<file path="src/rtl/inverter_pipe.sv">
// ============================================================================
// Module   : inverter_pipe
// Purpose  : Masked polarity fix-up of a WIDTH-bit bus, DELAY-deep stallable
//            pipeline with valid flag, and per-bit rise/fall detection.
// Revision : 1.0 - initial release
// ============================================================================
`default_nettype none

module inverter_pipe #(
    parameter int               WIDTH       = 8,
    parameter int               DELAY       = 1,
    parameter logic [WIDTH-1:0] INVERT_MASK = {WIDTH{1'b1}},
    parameter logic [WIDTH-1:0] RESET_VALUE = {WIDTH{1'b0}}
) (
    input  logic             clk,
    input  logic             rst,
    input  logic             ce,
    input  logic             i_valid,
    input  logic [WIDTH-1:0] i_data,
    input  logic             mask_we,
    input  logic [WIDTH-1:0] mask_din,
    output logic [WIDTH-1:0] mask_q,
    output logic             o_valid,
    output logic [WIDTH-1:0] o_data,
    output logic [WIDTH-1:0] o_rise,
    output logic [WIDTH-1:0] o_fall
);

    generate
        if (WIDTH < 1 || WIDTH > 64) begin : g_bad_width
            $error("inverter_pipe: WIDTH must be in 1..64");
        end
        if (DELAY < 0 || DELAY > 16) begin : g_bad_delay
            $error("inverter_pipe: DELAY must be in 0..16");
        end
    endgenerate

    logic [WIDTH-1:0] r_mask;
    logic [WIDTH-1:0] r_last_data;
    logic [WIDTH-1:0] w_cond;

    // Conditioning uses the mask as it stood before any write on this edge.
    assign w_cond = i_data ^ r_mask;
    assign mask_q = r_mask;

    always_ff @(posedge clk) begin
        if (rst) begin
            r_mask <= INVERT_MASK;
        end else if (mask_we) begin
            r_mask <= mask_din;
        end
    end

    generate
        if (DELAY == 0) begin : g_comb
            assign o_valid = i_valid;
            assign o_data  = w_cond;
        end else begin : g_pipe
            logic [DELAY-1:0] r_vld;
            logic [WIDTH-1:0] r_dat [DELAY];

            always_ff @(posedge clk) begin
                if (rst) begin
                    r_vld <= '0;
                    for (int k = 0; k < DELAY; k++) begin
                        r_dat[k] <= RESET_VALUE;
                    end
                end else if (ce) begin
                    r_vld[0] <= i_valid;
                    r_dat[0] <= w_cond;
                    for (int k = 1; k < DELAY; k++) begin
                        r_vld[k] <= r_vld[k-1];
                        r_dat[k] <= r_dat[k-1];
                    end
                end
            end

            assign o_valid = r_vld[DELAY-1];
            assign o_data  = r_dat[DELAY-1];
        end
    endgenerate

    // Edge history advances only on accepted (ce) valid output samples.
    always_ff @(posedge clk) begin
        if (rst) begin
            r_last_data <= RESET_VALUE;
        end else if (ce && o_valid) begin
            r_last_data <= o_data;
        end
    end

    assign o_rise = {WIDTH{o_valid}} &  o_data & ~r_last_data;
    assign o_fall = {WIDTH{o_valid}} & ~o_data &  r_last_data;

endmodule

`default_nettype wire

</file>
<file path="config.mk">
export PLATFORM = sky130hd
export DESIGN_NAME = inverter_pipe
export DESIGN_NICKNAME = d
export VERILOG_FILES = /design/src/rtl/inverter_pipe.sv
export SDC_FILE = /design/constraint.sdc
export NUM_CORES = 1
export LEC_CHECK = 0
export BUFFER_PORTS_ARGS = -buffer_cell sky130_fd_sc_hd__buf_2
export CORE_AREA = 4 4 51 71
export CTS_BUF_LIST = sky130_fd_sc_hd__clkbuf_16
export DETAILED_ROUTE_END_ITERATION = 8
export DIE_AREA = 0 0 55 75
export PLACE_DENSITY = 0.76
export SLEW_MARGIN = 25
export SYNTH_ARGS = -nofsm -noshare
export SYNTH_HDL_FRONTEND = slang
export SYNTH_SLANG_ARGS = --single-unit
</file>
<file path="constraint.sdc">
create_clock -name clk -period 1.05 [get_ports clk]
set_input_delay 0.1575 -clock clk [delete_from_list [all_inputs] [get_ports clk]]
set_output_delay 0.1575 -clock clk [all_outputs]
set_load 0.05 [all_outputs]
</file>
==> run summary <==
The post-synthesis sequential area ratio is 0.492, and the floorplan die width is 55 um. Setup violations remaining at the end of the flow were counted as 28. The die covers 4130 um^2. After clock tree synthesis, the flow added hold-fix buffers numbering 0. STA classifies the critical path endpoint as an output pin. Hold timing on the final database bottoms out at a slack of 0.107 ns. The worst path needs 1.32 ns of the cycle, external delays included. Along the worst path, the maximum fanout reaches 4.

After the first detailed-routing iteration, the DRC count stood at 12. The worst path setup slack after routing is -0.273 ns, and the count of final hold-check violations is 0. The number of standard-cell rows in the floorplan was 24; the clock-pin slew reported for the worst setup and hold paths after clock tree synthesis was 0.06 ns.

The run finished, with violations left. The run gives 3030 um^2 as the core outline area. For the pin with the worst max-slew slack, the measured transition is 0.267 ns. Entering global routing, the biggest net connects 18 pins.

The remaining max-slew budget at the tightest pin was 0.822; the net switching share of the total power was 0.287. Data on the critical path arrives at its endpoint at 1.17 ns. The number of nets produced by synthesis is 139, and the height of the die is 75 um.

The share of async-settable or async-resettable flops after synthesis works out to 0. The analysis attributes to cell leakage a power of 0.935 nW. For the initial cell density of the core, the log shows 0.389. Buffers inserted during clock tree synthesis total 3.

Part of the cycle the worst path needs: 1.26. The number of warnings issued by yosys is 0. The total wire length was 3350 um.

The synthesized design contains 8 enable-type register cells. The fraction of power consumed by combinational cells was 0.273. Slowest library cell on the worst path: edfxtp_1.

The final route contains 1118 vias. Detailed placement finished with a half-perimeter wire length of 1920 um. CTS saw 25 sinks. After routing the design area is 2150 um^2. The design draws 0.00267 W.

For the worst setup skew after layout, the log shows 0.00130 ns. The area growth from synthesis to layout is 82.2%. For the number of I/O pins, the log shows 54.

Setup repair after global routing could not meet its margin everywhere. In this run, synthesis produced a sequential element count of 25. The final antenna-violating net count was 0.

The critical path startpoint category is a flop. The pre-antenna-repair detailed-routing pass consisted of 4 iterations. The fraction of power consumed by the clock network is 0.307. Using the TritonRoute via totals, the vias-per-cell ratio works out to 4.88. The count of pins over their slew limit was 0.

The min-delay analysis places its worst path in the category primary input to flop. Synthesis produced a netlist whose cell count is 118. The run gives 1 as the H-tree level count. In the final routed layout, each cell accounts on average for 14.6 um.

The logs give 0.152 for the global-route total usage across every layer and 229 for the final instance count without filler cells. Counting instances, the worst hold path has a depth of 2. The tools report the maximum clock rate as 756 MHz. The critical path class was flop to output pin. Summing all placed instances gives a cell area of 1610 um^2. At the later pin of the worst-skew pair, clock insertion delay measures 0.25 ns. The run gives 0.000766 W as the net load switching power. The checks that failed: setup timing.

The tool flagged a number of max-cap violations equal to 0. The logs give 1.09 mV for the maximum vdd drop and 0 for the total overflow reported by the global router. The post-synthesis average cell area was 10.0 um^2; the power density over cell area was 1240 nW/um^2.

For this run, design rule violations remaining after detail routing come to 0. Traced cell by cell, the critical path runs through and3b_2 > buf_6. The buffer type at the clock tree root was clkbuf_16.

In this design, the stage delay of the slowest critical-path cell is 0.47 ns. The number of antenna diodes in the final layout is 0. Wire length of the first global-routing pass: 4690 um. The worst slack at placement is -0.0984 ns.

Critical path depth: 2. The prevailing post-synth register cell was dfxtp_1. The tools report the number of library cell types mapped by synthesis as 19. The layout net count was 212; the total standard cell area after synthesis was 1180 um^2. The tools report the deepest clock path buffer count as 2. The run gives 0 as the number of antenna violations at the first check in global routing. The count of buffers added on input and output ports is 53. Among cell families on the critical path, the largest total delay comes from flip-flops. The number of cells after detailed placement was 209. Cell internal power was estimated by the tool at 0.00191 W.

The count of buffer and inverter cells on the critical path came out at 1. Routability-driven placement finished with a final weighted congestion of 0.691. For the sequential power share, the log shows 0.420. The fraction of final layout cells sized beyond drive strength 1 was 0.663.

TritonCTS built the clock tree. At the worst endpoint, the required time is 0.89 ns. The number of global-route vias before repair came out at 1064.

The number of cells on the worst reg-to-reg path is 5.
final timing paths:
check | startpoint | to | slack (ns)
max | g_pipe.r_dat[0][6] | o_fall[6] | -0.27
min | mask_din[6] | mask_q[6] | 0.11
max reg2reg | o_valid | r_last_data[5] | -0.06
min reg2reg | mask_q[7] | mask_q[7] | 0.59
cell usage in the layout, fill, tap and decap left out, types with 5 or more instances in the layout:
cell type and instances:
dfxtp_2 8, buf_4 7, buf_6 21, nor2b_1 8
nand2_2 6, a21bo_1 5, nand3_1 8, nor2_4 8
xnor2_1 8, a211o_2 6, edfxtp_1 8, nor2_1 9
buf_2 25, dfxtp_1 8, a21oi_1 5, buf_8 18
and3b_2 8
cells by family after synthesis:
family	count (synthesis)	share of synthesized area
XOR/XNOR	8	0.0593
flip-flops	25	0.492
AND/OR/NAND/NOR	51	0.226
AO/OA/AOI/OAI	24	0.167
multiplexers	1	0.00847
buffers and inverters	9	0.0477
worst register-to-register path, stage by stage, from the launching register on:
cell and delay (ns):
dfxtp_4 0.36, buf_8 0.14, buf_8 0.13, buf_6 0.11, a21bo_2 0.19, a21oi_2 0.11
final cells by class:
cell class	count	area, um^2
clock buffer	3	75.1
tap	39	48.8
fill	213	881
sequential	25	594
timing repair buffer	77	772
multi-input combinational	84	658
clock inverter	1	3.75
registers in the layout, summed over array words and instances (netlist names):
signal and flops:
mask_q 8, o_valid 1, g_pipe.r_dat 8, r_last_data 8
synthesized netlist by cell type (2+ instances only):
cell type / instances / area (um^2)
dfxtp_1: 17 / 340
nor2_1: 17 / 63.8
a21oi_1: 8 / 40.0
and3b_1: 8 / 70.1
edfxtp_1: 8 / 240
nand2_1: 8 / 30.0
nand3_1: 8 / 40.0
nor2b_1: 8 / 50.1
xnor2_1: 8 / 70.1
a211o_2: 6 / 60.1
buf_2: 6 / 30.0
a21bo_1: 5 / 50.1
a21bo_2: 3 / 30.0
a211o_1: 2 / 17.5
buf_4: 2 / 15.0
power by group through the flow:
stage	sequential (W)	combinational (W)	clock, W
after global routing	0.00113	0.000771	0.000881
after detailed placement	0.00115	0.000504	0
after global placement	0.00115	0.000496	0
after floorplan	0.00131	0.000202	0
final	0.00112	0.000731	0.000820
after CTS	0.00111	0.000646	0.000831
per-layer routing:
metal / up-vias / track usage / share of wire
met1: 516 / 0.167 / 0.37
met5: - / 0 / 0
li1: 548 / - / -
met3: 4 / 0.0257 / 0.076
met2: 50 / 0.292 / 0.54
met4: 0 / 0.0324 / 0.012
what timing repair did:
| action | in CTS | in global routing |
|---|---|---|
| cloned | 0 | 1 |
| setup endpoints to repair | 25 | 32 |
| setup buffers | 10 | 7 |
| pin swaps | 4 | 4 |
| gates resized for setup | 62 | 34 |
stage by stage:
step	TNS [ns]	util
floorplan	-3.16	-
global placement	-0.952	0.530
detailed placement	-1.30	0.530
CTS	-3.87	0.652
global route	-5.29	0.710
finish	-4.39	0.710
(Power assumes the default switching activity.)
